[src/rtl/sweeper_pkg.sv]
// Shared definitions for the truth-table sweep harness: FSM states,
// settle-delay bounds and table sizing.
package sweeper_pkg;

  typedef enum logic [1:0] {
    ST_IDLE,
    ST_SETTLE,
    ST_SAMPLE,
    ST_DONE
  } sweep_state_t;

  localparam int SETTLE_MIN   = 1;
  localparam int SETTLE_MAX   = 15;
  localparam int SETTLE_CNT_W = 4;

  function automatic int table_w(input int n_in);
    return 1 << n_in;
  endfunction

endpackage

[src/rtl/truth_table_sweeper.sv]
// Drives every input vector of a small combinational netlist in ascending
// order, samples its output after a settle delay and presents the truth table.
module truth_table_sweeper
  import sweeper_pkg::*;
#(
  parameter int N_IN   = 6,
  parameter int SETTLE = 1
) (
  input  logic                      clk,
  input  logic                      rst_n,
  input  logic                      start,
  input  logic                      abort,
  output logic [N_IN-1:0]           vec_out,
  input  logic                      f_in,
  output logic                      busy,
  output logic                      out_valid,
  input  logic                      out_ready,
  output logic [table_w(N_IN)-1:0]  table_out,
  output logic [N_IN:0]             ones_count
);

  localparam logic [N_IN-1:0]         LAST_VEC    = {N_IN{1'b1}};
  localparam logic [SETTLE_CNT_W-1:0] SETTLE_LAST = SETTLE_CNT_W'(SETTLE - 1);

  sweep_state_t              state;
  logic [SETTLE_CNT_W-1:0]   settle_cnt;

  always_ff @(posedge clk or negedge rst_n) begin
    if (!rst_n) begin
      state      <= ST_IDLE;
      vec_out    <= '0;
      settle_cnt <= '0;
      busy       <= 1'b0;
      out_valid  <= 1'b0;
      table_out  <= '0;
      ones_count <= '0;
    end else begin
      case (state)
        ST_IDLE: begin
          vec_out <= '0;
          if (start) begin
            state      <= ST_SETTLE;
            settle_cnt <= '0;
            table_out  <= '0;
            ones_count <= '0;
            busy       <= 1'b1;
          end
        end

        ST_SETTLE: begin
          if (abort) begin
            state      <= ST_IDLE;
            vec_out    <= '0;
            busy       <= 1'b0;
            table_out  <= '0;
            ones_count <= '0;
          end else begin
            settle_cnt <= settle_cnt + 1'b1;
            if (settle_cnt == SETTLE_LAST) begin
              state <= ST_SAMPLE;
            end
          end
        end

        ST_SAMPLE: begin
          if (abort) begin
            state      <= ST_IDLE;
            vec_out    <= '0;
            busy       <= 1'b0;
            table_out  <= '0;
            ones_count <= '0;
          end else begin
            table_out[vec_out] <= f_in;
            ones_count         <= ones_count + {{N_IN{1'b0}}, f_in};
            // The final index ends the sweep; the vector counter never wraps.
            if (vec_out == LAST_VEC) begin
              state     <= ST_DONE;
              busy      <= 1'b0;
              out_valid <= 1'b1;
            end else begin
              vec_out    <= vec_out + 1'b1;
              settle_cnt <= '0;
              state      <= ST_SETTLE;
            end
          end
        end

        ST_DONE: begin
          if (out_ready) begin
            state     <= ST_IDLE;
            out_valid <= 1'b0;
            vec_out   <= '0;
          end
        end

        default: begin
          state     <= ST_IDLE;
          busy      <= 1'b0;
          out_valid <= 1'b0;
        end
      endcase
    end
  end

endmodule

[config.mk]
export PLATFORM = sky130hd
export DESIGN_NAME = truth_table_sweeper
export DESIGN_NICKNAME = d
export VERILOG_FILES = /design/src/rtl/sweeper_pkg.sv /design/src/rtl/truth_table_sweeper.sv
export SDC_FILE = /design/constraint.sdc
export NUM_CORES = 1
export LEC_CHECK = 0
export BUFFER_PORTS_ARGS = -buffer_cell sky130_fd_sc_hd__buf_2
export CORE_MARGIN = 2
export CORE_UTILIZATION = 55
export DETAILED_ROUTE_END_ITERATION = 8
export PLACE_DENSITY = 0.82
export SYNTH_ARGS = -nofsm -noshare
export SYNTH_HDL_FRONTEND = slang
export SYNTH_SLANG_ARGS = --single-unit
[constraint.sdc]
create_clock -name clk -period 2.3 [get_ports clk]
set_input_delay 0.46 -clock clk [delete_from_list [all_inputs] [get_ports clk]]
set_output_delay 0.46 -clock clk [all_outputs]
set_load 0.01 [all_outputs]
**Yosys cells after proc, flatten, opt, wreduce, memory -nomap -nowiden**

Cells that the tools add are included.
W data, S select, Z words.

- Output and inout port bits: 79
- Bits in registers: 85
- Input bits: 6
- Logic and storage cells: 74

- Equal/unequal tests: 14
- Multiplexer cells: 37
- Order comparisons: 2
- $add $sub $neg: 3
- Reductions and logical operators: 11

Operators by type and width:

| cell | number |
|---|---|
| $mux W64 | 3 |
| $pmux W64 S3 | 1 |
| $bwmux W64 | 1 |
| $mux W6 | 4 |
| $pmux W6 S4 | 1 |
| $mux W7 | 3 |
| $pmux W7 S3 | 1 |
| $mux W4 | 4 |
| $ne A2 B2 Y1 const B | 7 |
| $mux W2 | 6 |
| $pmux W4 S3 | 1 |
| $ne A3 B3 Y1 const B | 3 |
| $reduce_and A3 Y1 | 3 |
| $mux W1 | 8 |
| $pmux W2 S4 | 1 |
| $reduce_and A4 Y1 | 2 |
| $add A7 B1 Y7 | 1 |
| $lt A6 B7 Y1 const B | 1 |
| $add A6 B1 Y6 const B | 1 |
| $demux W1 S6 | 1 |
| $eq A6 B6 Y1 const B | 1 |
| $ge A6 B1 Y1 const B | 1 |
| $reduce_and A5 Y1 | 1 |
| $add A4 B1 Y4 const B | 1 |
| 9 further kinds | 10 |

**Depth between registers and ports, before layout**

Gate-level depths: netlist (run 1).

- Depth after elaboration: 7
- Mapped depth: 8
- Depth with buffers taken out: 6

**Least setup slack after synthesis (run 1)**

Ideal clock, no wire load.

- Path type: register to register
- Start point: register state[0]
- End point: register table_out[40]
- Period minus slack after synthesis: 1.701 ns
- Cell stages (with the launch flop): 8
- Arrival time: 1.564 ns
- Required time: 2.163 ns
- Slack: 0.599 ns
- Setup time: 0.137 ns
- Cells stage by stage: dfrtp_1 > inv_1 > ha_1 > nor2b_2 > nor3b_4 > buf_4 > nand3_1 > mux2i_1

- Cells in the longest elaborated chain, start to end: 3
- Elaborated cells between the ends (all ways): 8
- Those cells by class: eq/ne: 4; mux: 1; reduce/logical: 3

Ends and longest elaborated chain:

| element | line | RTL |
|---|---|---|
| start: declaration | truth_table_sweeper.sv:25 | `sweep_state_t state;` |
| start signal: assignment | truth_table_sweeper.sv:30 | `state <= ST_IDLE;` |
| start signal: assignment | truth_table_sweeper.sv:42 | `state <= ST_SETTLE;` |
| start signal: assignment | truth_table_sweeper.sv:52 | `state <= ST_IDLE;` |
| $eq A2 B1 Y1 (tied with other cells) | truth_table_sweeper.sv:38 | `case (state)` |
| $ne A2 B2 Y1 (no line) or $reduce_bool A3 Y1 (tied branches) | - |  |
| $reduce_and A3 Y1 (no line) | - |  |
| end signal: indexed assignment | truth_table_sweeper.sv:73 | `table_out[vec_out] <= f_in;` |
| end: declaration | truth_table_sweeper.sv:18 | `output logic [table_w(N_IN)-1:0] table_out,` |

Parallel ways exist; a longest one is shown, timed or not.
A chain may end at the register's enable or synchronous reset.

**Worst setup path in the final report (run 1)**

- Start point: register state[1]
- End point: register table_out[7]

Same word-level chain as after synthesis.

==> impl_metrics.yaml, run 1 <==
clock_tree:
  cts_buffer_depth: 2
  cts_setup_buffers: 0
  cts_tree: "done"
  cts_root_buffer: "clkbuf_8"
  cts_inserted_buffers: 9
  clk_latency_ns: 0.36
  htreeDepth: 3
  clk_pin_slew_ns: 0.10
  cts_sinks: 85
die:
  fp-row-count: 32
  die-area_um2: 8780
  initial_core_util_pct: 57.0
  fp.dieH_um: 93.7
  fp.coreArea_um2: 7770
  io_pins: 85
  die_w_um: 93.7
drt:
  drt_wl_total_mm: 11.1
  drt_iter0_markers: 311
  drc: 0
  drt_pre_antenna_iters: 5
  wl_per_cell_um: 17.6
  routed_via_density: 5.98
  drt.antenna.violating_nets: 0
  vias: 3763
placed_design:
  dp_slack_ns: -0.0619
  portBuffers: 84
  hpwlAfterDp_mm: 7.16
  gp_routability_congestion: 0.841
sta:
  finClkSkew_ns: 0.00832
  setup_ws_ns: 0.152
  hold_violations: 0
  whs_ns: 0.131
  fmax_mhz: 465
  slew_violations: 0
  setup_viol: 0
  fin_crit_sh_pct: 93.4
  fin_crit_ns: 2.15
  timing.slew.headroom_pct: 47.4
  worstMarginPinSlew_ns: 0.786
  grt_setup_unrepaired: "no"
  tns_ns: 0
synthesis:
  yosysUniqueCellTypes: 47
  yosys_register_bits: 85
  synth_top_area_cell: "dfrtp_1"
  synth_top_area_share_pct: 48.0
  synthTopCellsByArea: "dfrtp_1, mux2i_1, nand3_1"
  syn-cell-area_um2: 4430
  syn_nets: 462
  yosys_warnings: 0
  ys_seq_area_share_pct: 48.0
  postSynthCellCount: 445
  synth.avg_cell_area_um2: 9.95
setup_path:
  cp.buffers_inverters: 1
  critPathLaunchType: "flop"
  crit_type: "reg -> reg"
  crit_fanout: 16
  cp.required_ns: 2.52
  cpMaxStageDelayCell: "nor3_4"
  critPathMaxStageDelay_ns: 0.68
  cp_data_arrival_time_ns: 2.37
  crit_family: "simple AND/OR/NAND/NOR gates"
  path_cells: "inv_1 -> ha_1 -> nor2b_2 -> nor3_4 -> nand3_1 -> mux2i_1"
  crit_path_end_kind: "flop"
power:
  power_leakage_nw: 2.93
  peakVddDrop_mv: 0.573
  pwr_density_cell_nw_per_um2: 809
global_route:
  antenna_found_initial: 0
  grt_pass1_wl_mm: 18.2
  grt_max_degree: 64
  grt_overflow: 0
  track_usage_pct: 26.5
  grt_pass1_vias: 3593
finish:
  num_antenna_cells: 0
  final_nets: 539
  area_delta_synth_final_pct: 17.5
  drive_above_1_share_pct: 25.8
min_path:
  hp-class: "in -> async"
run:
  cap_viol_max_count: 0
run_status:
  outcome: "completed"
[path summary, 6_finish.rpt]
path	slack [ns]	end	from	cells after the start
max	0.15	table_out[7]$_DFFE_PN0P_	state[1]$_DFFE_PN0P_	6
min in group clk	0.39	table_out[63]$_DFFE_PN0P_	f_in	3
min reg2reg	0.49	ones_count[6]$_DFFE_PN0P_	ones_count[6]$_DFFE_PN0P_	1
min	0.13	table_out[10]$_DFFE_PN0P_	rst_n	1
max in group asynchronous	1.56	table_out[41]$_DFFE_PN0P_	rst_n	2
max reg2reg	0.15	table_out[7]$_DFFE_PN0P_	state[1]$_DFFE_PN0P_	6
[worst reg2reg max path, cell delays in order (launching register included)]
cell and delay (ns):
dfrtp_1 0.42, inv_1 0.11, ha_1 0.20, nor2b_2 0.20
nor3_4 0.68, nand3_1 0.23, mux2i_1 0.17
[synth_stat cells, drive strengths merged]
cell / n
nor2: 9
buf: 26
and3b: 2
nor4: 2
a31oi: 2
inv: 8
nor2b: 3
dfrtp: 85
nand2b: 6
o22ai: 1
or3b: 1
o31ai: 6
or2: 1
a41oi: 1
and3: 5
a211o: 3
a22o: 2
o311ai: 1
nand4: 2
a32o: 1
nand3: 74
nor3: 5
a21o: 1
ha: 11
nor4b: 2
a221o: 1
o21bai: 1
o21ai: 13
o211a: 2
clkbuf: 9
nor3b: 4
mux2i: 64
o211ai: 1
a21oi: 11
o41ai: 1
nand2: 78
[report_power, final]
part	switching [mW]	leakage, nW	total (mW)	internal [mW]
Sequential	0.0586	1.18	1.60	1.55
Clock	0.595	0.112	1.22	0.628
Combinational	0.973	1.63	1.38	0.409
[cell usage in the layout (no fill, tap or decap), types with 2 or more instances in the layout]
cell type and count:
a211o_1 3, a21oi_1 11, a22o_1 2, a31oi_1 2
and3_1 5, and3b_1 2, buf_12 2, buf_2 83
buf_4 15, bufinv_16 2, clkbuf_8 9, dfrtp_1 85
ha_1 11, inv_1 7, inv_6 2, mux2i_1 64
nand2_1 76, nand2_2 2, nand2b_1 5, nand3_1 73
nor2_1 7, nor2_2 2, nor2b_2 2, nor3_2 2
nor3_4 3, nor3b_2 3, nor4_1 2, nor4b_1 2
o211a_1 2, o21ai_0 13, o31ai_1 6
[metal layers]
layer | GRT usage [%] | vias up | share of wire (%)
met4 | 10.5 | 0 | 2.1
li1 | - | 1711 | -
met5 | 0 | - | 0
met3 | 4.33 | 22 | 5.8
met2 | 41.7 | 154 | 50
met1 | 37.0 | 1876 | 42
[cells by family after synthesis]
| logic type | synth area share (%) |
|---|---|
| multiplexers | 14.5 |
| buffers and inverters | 4.66 |
| AO/OA/AOI/OAI | 7.15 |
| flip-flops | 48.0 |
| AND/OR/NAND/NOR | 22.6 |
| adder cells (fa/ha/maj) | 3.11 |
[flip-flops by register name, summed over array words and instances (netlist names)]
signal      cells
ones_count      7
settle_cnt      4
vec_out         6
table_out      64
busy            1
out_valid       1
state           2
[timing repair]
item                       in CTS  in global routing
setup endpoints to repair      30                  0
hold endpoints to repair        0                  0
hold buffers                    0                  0
gates resized for setup         1                  0
[layout make-up]
type	count	area [µm²]
tap	102	128
timing repair buffer	100	568
multi-input combinational	318	2120
fill	608	2570
clock inverter	7	105
clock buffer	9	124
inverter	8	30.0
sequential	85	2130
[stage by stage]
stage | cell area [µm²] | power, mW | util, % | cells
after global placement | 4950 | 2.91 | 63.8 | 612
final | 5200 | 4.21 | 66.9 | 629
after floorplan | 4430 | 2.55 | - | 445
after detailed placement | 4950 | 2.95 | 63.8 | 612
after global routing | 5200 | 4.42 | 66.9 | 629
after CTS | 5200 | 4.20 | 66.9 | 629
Note: power is estimated with default switching activity, not from simulation.
==> run 2: changes to the inputs <==
--- a/config.mk
+++ b/config.mk
@@ -5,7 +5,8 @@
 export SDC_FILE = /design/constraint.sdc
 export NUM_CORES = 1
 export LEC_CHECK = 0
-export BUFFER_PORTS_ARGS = -buffer_cell sky130_fd_sc_hd__buf_2
+export ABC_AREA = 1
+export BUFFER_PORTS_ARGS = -buffer_cell sky130_fd_sc_hd__buf_4
 export CORE_MARGIN = 2
 export CORE_UTILIZATION = 55
 export DETAILED_ROUTE_END_ITERATION = 8
==> run 2 against run 1 <==
Compared with the run above: final area grew 3.1%; sequential share of layout area shrank 1.2 points; wire length shrank 1.3%; first-iteration DRC count grew 9.6%; critical path depth grew 3; highest routed layer unchanged.
==> impl_metrics.yaml, run 2 <==
global_route:
  met2_usage_pct: 42.4
  antenna_found_initial: 0
  grt.busiest_layer: "met2"
  grt_pass1_vias: 3956
  grt_max_degree: 65
  grt_overflow: 0
  grt_use_met1_pct: 37.4
  track_usage_pct: 26.4
  grt_pass1_wl_mm: 18.6
  grt_use_met3_pct: 3.53
power:
  power.switching_mw: 1.40
  pwr_density_cell_nw_per_um2: 718
  combinationalPowerShare_pct: 29.3
  pwr-share-seq_pct: 42.4
  power_leakage_nw: 2.97
  p_int_mw: 2.45
  clkPwrFrac_pct: 28.2
  peakVddDrop_mv: 0.456
  switching_share_pct: 36.3
placed_design:
  gp_routability_congestion: 0.859
  hpwlAfterDp_mm: 7.52
  portBuffers: 84
  dp_cells: 773
synthesis:
  synth.avg_cell_area_um2: 7.43
  synthTopCellsByArea: "dfrtp_1, nand2_1, nor2_1"
  yosys_warnings: 0
  postSynthCellCount: 603
  ys_seq_area_share_pct: 47.5
  synth_top_area_cell: "dfrtp_1"
  synth_common_cells: "nand2_1, nor2_1, dfrtp_1"
  ys_async_sr_fraction_pct: 100
  yosys_register_bits: 85
  post-synth-top-count-cell: "nand2_1"
  synth_ff_type: "dfrtp_1"
  synth_edf_count: 0
  synth_top_area_share_pct: 47.5
  syn_nets: 620
  syn-cell-area_um2: 4480
  yosysUniqueCellTypes: 25
finish:
  num_antenna_cells: 0
  multi_input_area_um2: 1980
  stdcell_count: 788
  register_area_um2: 2130
  fill_cells: 644
  final_cell_mix: "nand2_1, nor2_1, buf_4"
  layout_commonest_cell: "nand2_1"
  area_delta_synth_final_pct: 19.7
  drive_above_1_share_pct: 16.8
  top_regs: "table_out: 64 flops, ones_count: 7 flops, vec_out: 6 flops"
  top_register: "table_out"
  largest_reg_flops: 64
  final_nets: 699
sta:
  timing.slew.headroom_pct: 67.8
  hold_violations: 0
  fin_crit_sh_pct: 89.7
  grt_setup_unrepaired: "no"
  slew_violations: 0
  worstMarginPinSlew_ns: 0.482
  setup_viol: 0
  fmax_mhz: 485
  fin_crit_ns: 2.06
  tns_ns: 0
  finClkSkew_ns: 0.0115
die:
  initial_core_util_pct: 57.4
  die-area_um2: 8880
  fp.coreArea_um2: 7810
  fp.dieH_um: 94.2
  fp-row-count: 32
  io_pins: 85
  die_w_um: 94.2
clock_tree:
  htreeDepth: 3
  cts-resized-gates: 0
  cts_sinks: 85
  clk_latency_ns: 0.35
  cts_setup_buffers: 0
  cts_inserted_buffers: 9
  cts_buffer_depth: 2
  hold_buffers: 0
  clk_pin_slew_ns: 0.09
  cts_tree: "done"
  cts_root_buffer: "clkbuf_8"
min_path:
  hp-class: "in -> async"
setup_path:
  crit_type: "reg -> reg"
  crit_family: "simple AND/OR/NAND/NOR gates"
  cp.required_ns: 2.54
  crit_fanout: 50
  cp.buffers_inverters: 3
  path_cells: "inv_1 -> ha_1 -> nand2_2 -> inv_2 -> nor2_4 -> buf_12 -> nand2_1 -> nor3_1 -> nor2_1"
  critPathLaunchType: "flop"
  crit_path_end_kind: "flop"
  cp_data_arrival_time_ns: 2.30
  critPathMaxStageDelay_ns: 0.43
  cpMaxStageDelayCell: "dfrtp_1"
drt:
  drc: 0
  drt_wl_total_mm: 10.9
  drt_iter0_markers: 341
  drt.antenna.violating_nets: 0
  wl_per_cell_um: 13.8
  vias: 4180
  drt_pre_antenna_iters: 5
  routed_via_density: 5.30
run:
  cap_viol_max_count: 0
run_status:
  outcome: "completed"
[run 2: changes by cell type in the layout (fill, tap and decap cells not counted), sizes merged, moves of 4 or more]
cell | previous run | this run
o31ai | 6 | 0
and3 | 5 | 0
buf | 100 | 91
mux2i | 64 | 0
nand2b | 6 | 0
o21ai | 13 | 30
nor2 | 9 | 112
inv | 11 | 51
nand2 | 78 | 184
nand3 | 74 | 44
nor3b | 4 | 0
a21oi | 11 | 50
[run 2: final timing paths]
| path | start | end | slack, ns | cells after the start |
|---|---|---|---|---|
| min reg2reg | out_valid$_DFFE_PN0P_ | out_valid$_DFFE_PN0P_ | 0.49 | 2 |
| max reg2reg | state[1]$_DFFE_PN0P_ | table_out[52]$_DFFE_PN0P_ | 0.24 | 9 |
| max | state[1]$_DFFE_PN0P_ | table_out[52]$_DFFE_PN0P_ | 0.24 | 9 |
| max in group asynchronous | rst_n | table_out[50]$_DFFE_PN0P_ | 1.61 | 2 |
| min in group clk | abort | ones_count[1]$_DFFE_PN0P_ | 0.45 | 4 |
| min | rst_n | ones_count[3]$_DFFE_PN0P_ | 0.03 | 1 |
[run 2: cell type report]
class | count | share of cell area [%]
flip-flops and latches | 85 | 39.7
clock buffers | 12 | 2.89
well taps | 102 | 2.38
multi-input cells | 444 | 37.0
repair buffers | 91 | 13.7
clock inverters | 3 | 0.840
inverters | 51 | 3.57
[run 2: per-stage QoR]
stage	utilization (%)	total power, mW	instance area [µm²]	hold WS (ns)	setup slack (ns)
floorplan	-	2.57	4480	0.164	0.665
global placement	66.1	2.74	5160	0.425	0.381
detailed placement	66.1	2.77	5160	0.429	0.300
CTS	68.7	3.86	5360	0.0423	0.257
global route	68.7	4.07	5360	0.0648	0.0546
finish	68.7	3.85	5360	0.0316	0.237
[run 2: cell families after synthesis]
logic type	after synthesis	synth area share (%)
fa+ha+maj	11	3.07
compound gates	84	9.58
xor+xnor	1	0.196
flops	85	47.5
simple gates	348	31.4
buf+inv	74	8.27
[run 2: power groups by stage]
stage | Combinational [mW] | Clock [mW] | Sequential [mW]
2_1_floorplan | 0.911 | 0 | 1.66
3_3_place_gp | 1.09 | 0 | 1.65
3_5_place_dp | 1.11 | 0 | 1.66
4_1_cts | 1.12 | 1.11 | 1.63
5_1_grt | 1.26 | 1.16 | 1.65
6_report | 1.13 | 1.09 | 1.63
[run 2: metal layers]
metal / vias up / part of all wire, %
met1: 1947 / 45
li1: 2064 / -
met2: 162 / 48
met5: - / 0
met4: 0 / 0.62
met3: 7 / 6.8
==> run 3: changes to the inputs <==
==> constraint.sdc (replaced) <==
create_clock -name clk -period 2.4 [get_ports clk]
set_input_delay 0.48 -clock clk [delete_from_list [all_inputs] [get_ports clk]]
set_output_delay 0.48 -clock clk [all_outputs]
set_load 0.01 [all_outputs]
==> run 3 against run 2 <==
Compared with the run above: critical path depth did not move; via count fell by 1.6%; clock power barely moved; final area barely moved; highest routed layer unchanged; die area did not move; largest cell class unchanged.
==> impl_metrics.yaml, run 3 (synthesis results as in run 2) <==
drt:
  drt_wl_total_mm: 11.0
  drt_iter0_markers: 295
  routed_via_density: 5.21
  drc: 0
  drt_pre_antenna_iters: 6
  wl_per_cell_um: 13.9
  drt.antenna.violating_nets: 0
  vias: 4115
clock_tree:
  cts_inserted_buffers: 9
  clk_latency_ns: 0.36
  cts-resized-gates: 0
  cts_tree: "done"
  clk_pin_slew_ns: 0.09
  cts_sinks: 85
  cts_root_buffer: "clkbuf_8"
  htreeDepth: 3
  cts_buffer_depth: 2
  hold_buffers: 0
  cts_setup_buffers: 0
sta:
  slew_violations: 0
  setup_viol: 0
  timing.slew.headroom_pct: 61.2
  tns_ns: 0
  finClkSkew_ns: 0.00900
  fmax_mhz: 473
  fin_crit_sh_pct: 88.0
  fin_crit_ns: 2.11
  grt_setup_unrepaired: "no"
  worstMarginPinSlew_ns: 0.582
  hold_violations: 0
die:
  die_w_um: 94.2
  initial_core_util_pct: 57.4
  fp.coreArea_um2: 7810
  io_pins: 85
  fp-row-count: 32
  die-area_um2: 8880
  fp.dieH_um: 94.2
setup_path:
  path_cells: "inv_1 -> ha_1 -> nand2_2 -> inv_2 -> nor2_4 -> buf_12 -> nand3_1 -> o21ai_0 -> inv_1"
  crit_path_end_kind: "flop"
  cp_data_arrival_time_ns: 2.36
  crit_top_cell: "inv_1"
  critPathMaxStageDelay_ns: 0.42
  cp.required_ns: 2.64
  critPathLaunchType: "flop"
  cpMaxStageDelayCell: "dfrtp_1"
  crit_type: "reg -> reg"
  crit_fanout: 48
global_route:
  track_usage_pct: 26.5
  antenna_found_initial: 0
  grt_overflow: 0
  grt_pass1_wl_mm: 18.4
  grt_pass1_vias: 3995
  grt_max_degree: 65
finish:
  largest_reg_flops: 64
  num_antenna_cells: 0
  stdcell_count: 790
  layout_commonest_cell: "nand2_1"
  area_delta_synth_final_pct: 19.7
  drive_above_1_share_pct: 17.2
  final_nets: 700
  final_cell_mix: "nand2_1, nor2_1, buf_4"
  top_register: "table_out"
  top_regs: "table_out: 64 flops, ones_count: 7 flops, vec_out: 6 flops"
  final_util_pct: 68.7
power:
  power.switching_mw: 1.37
  clkPwrFrac_pct: 28.8
  peakVddDrop_mv: 0.491
  p_int_mw: 2.31
  pwr-share-seq_pct: 42.5
  pwr_density_cell_nw_per_um2: 687
  power_leakage_nw: 2.97
  switching_share_pct: 37.3
  combinationalPowerShare_pct: 28.7
  total_power_mw: 3.68
placed_design:
  hpwlAfterDp_mm: 7.53
  dp_cells: 774
  portBuffers: 84
  gp_routability_congestion: 0.877
min_path:
  hp-class: "in -> async"
run_status:
  outcome: "completed"
run:
  cap_viol_max_count: 0
## run 3: cell count changes in the layout (fill, tap and decap cells not counted)
cell        previous run  this run
buf_4                 87        89
inv_6                  0         1
buf_12                 4         3
clkbuf_1               1         0
clkbuf_8              11        10
clkinv_4               0         1
clkinvlp_4             2         3
## run 3: final cells by class
class	instances	area (µm²)
Fill cell	662	2440
Sequential cell	85	2130
Clock inverter	6	70.1
Clock buffer	10	138
Inverter	51	191
Multi-Input combinational cell	444	1980
Timing Repair Buffer	92	728
Tap cell	102	128
## run 3: stage by stage
stage / cell area [µm²] / hold WS (ns) / setup slack (ns)
3_3_place_gp: 5160 / 0.473 / 0.493
5_1_grt: 5360 / 0.163 / 0.108
6_report: 5360 / 0.118 / 0.287
4_1_cts: 5360 / 0.131 / 0.306
3_5_place_dp: 5160 / 0.489 / 0.397
2_1_floorplan: 4480 / 0.184 / 0.765
## run 3: power groups by stage
stage	logic, mW	clock network, mW	registers [mW]
2_1_floorplan	0.873	0	1.59
3_3_place_gp	1.02	0	1.58
3_5_place_dp	1.04	0	1.59
4_1_cts	1.05	1.07	1.57
5_1_grt	1.19	1.13	1.58
6_report	1.06	1.06	1.57
## run 3: path summary, 6_finish.rpt
check / cells past startpoint / to / slack [ns] / from
setup reg to reg: 9 / table_out[20]$_DFFE_PN0P_ / 0.29 / state[1]$_DFFE_PN0P_
hold / removal: 1 / ones_count[0]$_DFFE_PN0P_ / 0.12 / rst_n
setup / recovery: 9 / table_out[20]$_DFFE_PN0P_ / 0.29 / state[1]$_DFFE_PN0P_
max in group asynchronous: 2 / table_out[32]$_DFFE_PN0P_ / 1.70 / rst_n
min in group clk: 4 / ones_count[1]$_DFFE_PN0P_ / 0.47 / abort
hold reg to reg: 2 / out_valid$_DFFE_PN0P_ / 0.51 / out_valid$_DFFE_PN0P_
## run 3: critical path: cells and delay by family (launching register included)
family | cells | cell delay (ns)
flops | 1 | 0.42
simple gates | 3 | 0.54
compound gates | 1 | 0.24
buf+inv | 4 | 0.48
fa+ha+maj | 1 | 0.29
## run 3: layer usage
metal	vias to the layer above	global-route usage, %	share of wire (%)	routed length, µm
met2	174	41.1	47	5160
met5	-	0	0	0
li1	2061	-	-	-
met1	1860	35.7	43	4670
met3	20	5.06	8.5	935
met4	0	13.2	1.7	189
